$ cat config.mk
export PLATFORM = sky130hd
export DESIGN_NAME = redmule_x_buffer_fifo
export DESIGN_NICKNAME = d
export VERILOG_FILES = /design/src/rtl/redmule_x_buffer_fifo.sv
export SDC_FILE = /design/constraint.sdc
export NUM_CORES = 1
export LEC_CHECK = 0
export CORE_MARGIN = 1.5
export CORE_UTILIZATION = 43
export DETAILED_ROUTE_END_ITERATION = 12
export DONT_BUFFER_PORTS = 1
export PLACE_DENSITY_LB_ADDON = 0.12
export SYNTH_ARGS = -nofsm -noshare
export SYNTH_HDL_FRONTEND = slang
export SYNTH_SLANG_ARGS = --single-unit
$ cat constraint.sdc
create_clock -name clk_i -period 4.82 [get_ports clk_i]
set_input_delay 1.205 -clock clk_i [delete_from_list [all_inputs] [get_ports clk_i]]
set_output_delay 1.205 -clock clk_i [all_outputs]
set_load 0.02 [all_outputs]
$ cat src/rtl/redmule_x_buffer_fifo.sv
// rtl/redmule_x_buffer_fifo.sv - multi-tile X operand buffer FIFO for the RedMulE PE array
//
// Purpose: collects X rows from the streamer into Width x Height tiles, zero-pads the
// leftover rows/columns, keeps up to NBLK committed tiles in a circular FIFO and presents
// the head tile to the PE array until it is popped.
//
// Ports:
//   clk_i, rst_ni   clock, asynchronous active-low reset
//   clear_i         synchronous clear of pointers, counters and storage
//   in_data_i       one row beat, element h at [h*BITW +: BITW]
//   in_valid_i      row beat valid
//   in_ready_o      row beat accepted when valid & ready
//   rows_lftovr_i   valid rows in the tile being started (0 means Width)
//   cols_lftovr_i   valid elements per row in the tile being started (0 means Height)
//   x_buffer_o      head tile (slot at the read pointer)
//   out_valid_o     head tile holds committed data
//   pop_i           consumer releases the head tile
//   count_o         committed tiles stored
//   full_o, empty_o count == NBLK / count == 0
module redmule_x_buffer_fifo #(
    parameter int unsigned BITW   = 16,
    parameter int unsigned Height = 4,
    parameter int unsigned Width  = 4,
    parameter int unsigned NBLK   = 2,
    localparam int unsigned RW    = $clog2(Width) + 1,
    localparam int unsigned CW    = $clog2(Height) + 1,
    localparam int unsigned CNTW  = $clog2(NBLK) + 1,
    localparam int unsigned PW    = $clog2(NBLK)
) (
    input  logic                                     clk_i,
    input  logic                                     rst_ni,
    input  logic                                     clear_i,
    input  logic [Height*BITW-1:0]                   in_data_i,
    input  logic                                     in_valid_i,
    output logic                                     in_ready_o,
    input  logic [RW-1:0]                            rows_lftovr_i,
    input  logic [CW-1:0]                            cols_lftovr_i,
    output logic [Width-1:0][Height-1:0][BITW-1:0]   x_buffer_o,
    output logic                                     out_valid_o,
    input  logic                                     pop_i,
    output logic [CNTW-1:0]                          count_o,
    output logic                                     full_o,
    output logic                                     empty_o
);

    logic [NBLK-1:0][Width-1:0][Height-1:0][BITW-1:0] mem;

    logic [PW-1:0]   wr_ptr;
    logic [PW-1:0]   rd_ptr;
    logic [RW-1:0]   row_idx;
    logic [RW-1:0]   w_lim;
    logic [CW-1:0]   c_lim;
    logic [CNTW-1:0] count;

    logic                          accept;
    logic                          pop;
    logic                          commit;
    logic [RW-1:0]                 eff_w;
    logic [CW-1:0]                 eff_c;
    logic [Height-1:0][BITW-1:0]   row_masked;

    // Explicit wrap compare so non-power-of-2 depths never address a missing slot.
    function automatic logic [PW-1:0] ptr_inc(input logic [PW-1:0] p);
        return (p == PW'(NBLK - 1)) ? '0 : p + PW'(1);
    endfunction

    assign in_ready_o  = (count < CNTW'(NBLK));
    assign out_valid_o = (count != '0);
    assign full_o      = (count == CNTW'(NBLK));
    assign empty_o     = (count == '0);
    assign count_o     = count;

    assign accept = in_valid_i & in_ready_o;
    assign pop    = pop_i & out_valid_o;

    // The leftover sizes only matter on the first beat of a tile; later beats of the same
    // tile use the limits latched on that first beat.
    always_comb begin
        eff_w = w_lim;
        eff_c = c_lim;
        if (row_idx == '0) begin
            eff_w = (rows_lftovr_i == '0) ? RW'(Width)  : rows_lftovr_i;
            eff_c = (cols_lftovr_i == '0) ? CW'(Height) : cols_lftovr_i;
        end
    end

    always_comb begin
        row_masked = '0;
        for (int h = 0; h < Height; h++) begin
            if (CW'(h) < eff_c) begin
                row_masked[h] = in_data_i[h*BITW +: BITW];
            end
        end
    end

    assign commit = accept && (row_idx == eff_w - RW'(1));

    // Head tile is a combinational select of registered storage.
    always_comb begin
        x_buffer_o = '0;
        for (int s = 0; s < NBLK; s++) begin
            if (PW'(s) == rd_ptr) begin
                x_buffer_o = mem[s];
            end
        end
    end

    always_ff @(posedge clk_i or negedge rst_ni) begin
        if (!rst_ni) begin
            mem     <= '0;
            wr_ptr  <= '0;
            rd_ptr  <= '0;
            row_idx <= '0;
            w_lim   <= '0;
            c_lim   <= '0;
            count   <= '0;
        end else if (clear_i) begin
            mem     <= '0;
            wr_ptr  <= '0;
            rd_ptr  <= '0;
            row_idx <= '0;
            w_lim   <= '0;
            c_lim   <= '0;
            count   <= '0;
        end else begin
            if (accept) begin
                // First beat of a tile wipes the whole slot so unused rows read as zero.
                for (int s = 0; s < NBLK; s++) begin
                    for (int w = 0; w < Width; w++) begin
                        if (PW'(s) == wr_ptr) begin
                            if (RW'(w) == row_idx) begin
                                mem[s][w] <= row_masked;
                            end else if (row_idx == '0) begin
                                mem[s][w] <= '0;
                            end
                        end
                    end
                end
                if (row_idx == '0) begin
                    w_lim <= eff_w;
                    c_lim <= eff_c;
                end
                if (commit) begin
                    row_idx <= '0;
                    wr_ptr  <= ptr_inc(wr_ptr);
                end else begin
                    row_idx <= row_idx + RW'(1);
                end
            end

            if (pop) begin
                rd_ptr <= ptr_inc(rd_ptr);
            end

            if (commit && !pop) begin
                count <= count + CNTW'(1);
            end else if (!commit && pop) begin
                count <= count - CNTW'(1);
            end
        end
    end

endmodule

==> results of run 1 <==
[final timing paths]
path	end	slack, ps	cells past startpoint
worst max-delay path	x_buffer_o[36]	1240	2
worst min-delay path	mem[56]	290	0
worst max register to register	mem[502]	1800	5
worst min register to register	mem[12]	470	2
max in group asynchronous	mem[236]	3440	0
min in group clk_i	mem[12]	470	2
[layout make-up]
type | instances | area share
clock buffers | 86 | 0.0707
clock inverters | 16 | 0.00770
inverters | 7 | 0.00106
multi-input cells | 987 | 0.343
flip-flops and latches | 525 | 0.532
well taps | 680 | 0.0344
repair buffers | 29 | 0.0108
[flip-flops by register name, indices dropped and copies added (netlist names)]
signal and flops:
mem 512, c_lim 3, row_idx 3, w_lim 3, count_o 2, rd_ptr 1, wr_ptr 1
[through the flow]
step                      worst slack, ps  utilization
final                                1240        0.483
after global routing                 1160        0.483
after CTS                            1200        0.483
after detailed placement             1370        0.445
after global placement               1280        0.445
after floorplan                      2040            -
[cell usage after synthesis]
cell type | instances | area, µm²
nand4_1 | 1 | 6.26
or2_2 | 1 | 6.26
o32ai_1 | 2 | 17.5
nand2b_1 | 18 | 113
buf_2 | 29 | 145
buf_1 | 35 | 131
nor2_4 | 1 | 11.3
ha_1 | 6 | 75.1
xor2_1 | 2 | 17.5
mux2_2 | 258 | 2910
o211a_2 | 1 | 10.0
nor2_2 | 5 | 31.3
clkbuf_1 | 95 | 357
or3_1 | 3 | 18.8
a221oi_1 | 1 | 8.76
or3b_1 | 1 | 8.76
a21oi_2 | 2 | 17.5
inv_1 | 7 | 26.3
xnor2_1 | 3 | 26.3
dfrtp_1 | 525 | 13100
nor3b_2 | 2 | 25.0
o2bb2ai_1 | 1 | 8.76
o21bai_1 | 2 | 15.0
and2b_4 | 1 | 10.0
nor2b_1 | 3 | 18.8
and4_1 | 4 | 35.0
nand2_1 | 89 | 334
nor4_4 | 1 | 21.3
nor2_1 | 34 | 128
mux2i_1 | 9 | 90.1
nor3_2 | 4 | 40.0
mux2i_4 | 1 | 22.5
nand3b_1 | 2 | 15.0
a22o_1 | 448 | 3920
nand3_1 | 2 | 10.0
and3_1 | 1 | 6.26
a21oi_1 | 7 | 35.0
nor3_4 | 3 | 48.8
nor3_1 | 2 | 10.0
o21ai_0 | 66 | 330
[logic make-up after synthesis]
kind of cell    count (synthesis)  share of synthesized area
simple gates                  178                     0.0404
mux                           268                      0.136
buf+inv                       166                     0.0297
flops                         525                      0.592
fa+ha+maj                       6                    0.00338
compound gates                530                      0.197
xor+xnor                        5                    0.00197
[metal layers]
layer / up-vias / GRT usage
li1: 6127 / -
met1: 7580 / 0.346
met2: 452 / 0.364
met3: 80 / 0.0652
met4: 0 / 0.0568
met5: - / 0
[power groups by stage]
stage	combinational [mW]	sequential, mW	clock (mW)
after floorplan	0.912	4.72	0
after global placement	1.14	4.77	0
after detailed placement	1.14	4.77	0
after CTS	1.15	4.70	4.58
after global routing	1.21	4.72	4.77
final	1.14	4.70	4.48
[critical path, cell delays in order, from the launching register on]
cell and delay (ps):
dfrtp_4 830, buf_4 430, mux2_2 460
==> results.toml, run 1 <==
[place]
post_dp_cell_area_um2 = 22800
dpl.hpwl_um = 39800
placedCellCount = 2228
io_buffers = 0
gp_congestion = 0.811

[floorplanning]
core.rowCount = 83
fp.dieH_um = 230
ios = 337
core-area_um2 = 51200
dieWidth_um = 230
initial_core_util = 0.434
dieArea_um2 = 53000

[timing]
period_minus_slack_ps = 3580
fin_worst_skew_ps = 16.6
worstMarginPinSlew_ps = 1330
maxSlewHeadroom = 0.113
rsz0062_at_grt = "false"
hold_viol = 0
setup_viol = 0
whs_ps = 292
finalCritPeriodShare = 0.743
report.final.slew_viol_count = 0
fin_setup_tns_ps = 0
fmaxAchievable_ghz = 0.279

[logic_synthesis]
syn_area_um2 = 22200
synth.distinct_cells = 40
synth.avg_cell_area_um2 = 13.2
synth_warnings = 0
syn_inst = 1678
syn-num-nets = 1759
ys_seq_elements = 525
ys_seq_area_frac = 0.592

[power]
p_int_mw = 7.65
power_frac_seq = 0.456
power_frac_comb = 0.110
clockPowerShare = 0.434
p_sw_mw = 2.66
p_total_mw = 10.3
ir_drop_uv = 275
netSwitchingFraction = 0.258
leakage_nw = 11.7
powerDensity_nw_per_um2 = 417

[drt]
dr.pass1.iters = 7
drtAntennaViolNets = 0
drtIter0Drc = 1190
met2WireLength_um = 29400
wire_per_inst_um = 27.5
dr.max_layer_used = "met4"
wl_met1_um = 28400
num_vias = 14239
drc = 0
met3_length_um = 5090
wirelength_um = 64100
viasPerCell = 6.11

[grt]
grt_max_degree = 526
antenna_found_initial = 0
globalRouteTotalUtil = 0.241
overflow = 0
grt_pass1_wl_um = 97900
grt_pass1_vias = 14418

[flow_run]
cap_violations = 0

[cells_and_area]
diodes = 0
finalNetCount = 1688
final_cell_mix = "dfrtp_1, a22o_1, mux2_2, nand2_1, o21ai_0"
fill_cells = 4540
final_area_um2 = 24700
syn2layout_area_growth_pct = 11.3
layout-drive-gt1-share = 0.248
register_area_um2 = 13100
multiInputGateArea_um2 = 8490
mostFrequentLayoutCell = "dfrtp_1"
finalNonFillerCells = 2330

[cts]
insertion_delay_ps = 610
cts_buffers = 57
cts_tree = "done"
root_buffer = "clkbuf_16"
clockBufferDepth = 3
ctsHoldBuffers = 0
htreeDepth = 2
clk_pin_slew_ps = 60
post_cts_buffers = 0
cts-resized-gates = 0
cts.sinks = 525

[worst_setup_path]
critical_path_arrival_ps = 2380
required_ps = 3620
cp-startpoint = "rd_ptr"
r2r-start = "wr_ptr"
end_kind = "primary output"
worst-setup-path-type = "flip-flop to primary output"
start_kind = "flip-flop"
crit_fanout = 35

[hold_path]
hold_path_class = "primary input to asynchronous set/reset pin"

[status]
status = "completed"
Note: power is estimated with default switching activity, not from simulation.
==> run 2: changes to the inputs <==
==> constraint.sdc (replaced) <==
create_clock -name clk_i -period 3.4 [get_ports clk_i]
set_input_delay 0.85 -clock clk_i [delete_from_list [all_inputs] [get_ports clk_i]]
set_output_delay 0.85 -clock clk_i [all_outputs]
set_load 0.02 [all_outputs]
==> results.toml, run 2 (synthesis gave the netlist of run 1 again) <==
[power]
ir_drop_uv = 380
netSwitchingFraction = 0.261
p_sw_mw = 3.82
clockPowerShare = 0.429
leakage_nw = 11.8
power_frac_comb = 0.117
p_int_mw = 10.8
powerDensity_nw_per_um2 = 587
power_frac_seq = 0.454

[floorplanning]
fp.dieH_um = 230
dieWidth_um = 230
core-area_um2 = 51200
initial_core_util = 0.434
ios = 337
core.rowCount = 83
dieArea_um2 = 53000

[cts]
clk_pin_slew_ps = 60
cts-resized-gates = 0
root_buffer = "clkbuf_16"
htreeDepth = 2
cts_tree = "done"
insertion_delay_ps = 620
post_cts_buffers = 0
cts_buffers = 57
cts.sinks = 525
clockBufferDepth = 3

[cells_and_area]
final_area_um2 = 24900
syn2layout_area_growth_pct = 12.2
largest_register_ffs = 512
layout-drive-gt1-share = 0.255
final_cell_mix = "dfrtp_1, a22o_1, mux2_2, nand2_1, o21ai_0"
mostFrequentLayoutCell = "dfrtp_1"
finalNetCount = 1706
top_register = "mem"

[worst_setup_path]
cp-startpoint = "rd_ptr"
critical_path_arrival_ps = 2200
end_kind = "primary output"
crit_fanout = 71
required_ps = 2550
worst-setup-path-type = "flip-flop to primary output"
start_kind = "flip-flop"
r2r-start = "row_idx[0]"

[status]
violations = "max-slew violations"
status = "complete, but fails checks"

[timing]
rsz0062_at_grt = "false"
report.final.slew_viol_count = 178
worstMarginPinSlew_ps = 1830
fmaxAchievable_ghz = 0.327
setup_viol = 0
hold_viol = 0
maxSlewHeadroom = -0.221
fin_setup_tns_ps = 0
period_minus_slack_ps = 3050
fin_worst_skew_ps = 18.2
finalCritPeriodShare = 0.898

[place]
post_dp_cell_area_um2 = 22900
io_buffers = 0
dpl.hpwl_um = 40400
gp_congestion = 0.819

[drt]
drc = 0
viasPerCell = 6.11
dr.pass1.iters = 4
drtIter0Drc = 1213
wire_per_inst_um = 27.6
wirelength_um = 64900
num_vias = 14367
drtAntennaViolNets = 0

[hold_path]
hold_path_class = "primary input to asynchronous set/reset pin"

[grt]
grt_max_degree = 526
grt_pass1_vias = 14644
antenna_found_initial = 1
overflow = 0
grt_pass1_wl_um = 98300
globalRouteTotalUtil = 0.243

[flow_run]
cap_violations = 0
run 2: per-layer routing:
layer | track usage | part of all wire | up-vias
met5 | 0 | 0 | -
met4 | 0.0774 | 0.027 | 0
met3 | 0.0677 | 0.076 | 99
met2 | 0.361 | 0.45 | 488
met1 | 0.343 | 0.45 | 7618
li1 | - | - | 6162
run 2: area by class of cell:
cell class / instances / area [µm²]
Timing Repair Buffer: 47 / 493
Tap cell: 680 / 851
Antenna cell: 1 / 2.50
Inverter: 7 / 26.3
Sequential cell: 525 / 13100
Clock inverter: 18 / 200
Multi-Input combinational cell: 987 / 8480
Fill cell: 4462 / 26300
Clock buffer: 85 / 1700
run 2: critical path: stages, from the launching register on:
cell and delay [ps]:
dfrtp_4 610, buf_12 370, mux2_2 500
run 2: worst paths after layout:
check / endpoint / slack [ps] / cells after the start
setup / recovery: x_buffer_o[32] / 350 / 2
hold / removal: mem[132] / 40 / 0
setup reg to reg: mem[32] / 470 / 7
hold reg to reg: mem[1] / 470 / 2
max in group asynchronous: mem[477] / 1990 / 0
min in group clk_i: rd_ptr / 350 / 1
run 2: metrics by stage:
stage	std cells	utilization	hold WS (ps)	power (mW)	setup slack (ps)
final	2350	0.486	38.5	14.6	346
after global routing	2350	0.486	-17.9	15.2	277
after CTS	2347	0.485	-84.8	14.7	314
after detailed placement	2244	0.448	465	8.42	460
after global placement	2244	0.448	456	8.40	604
after floorplan	1678	-	444	7.98	975
run 2: power groups by stage:
stage / clock, mW / sequential, mW / combinational, mW
floorplan: 0 / 6.69 / 1.29
global placement: 0 / 6.74 / 1.67
detailed placement: 0 / 6.75 / 1.68
CTS: 6.43 / 6.64 / 1.68
global route: 6.68 / 6.67 / 1.82
finish: 6.27 / 6.64 / 1.71
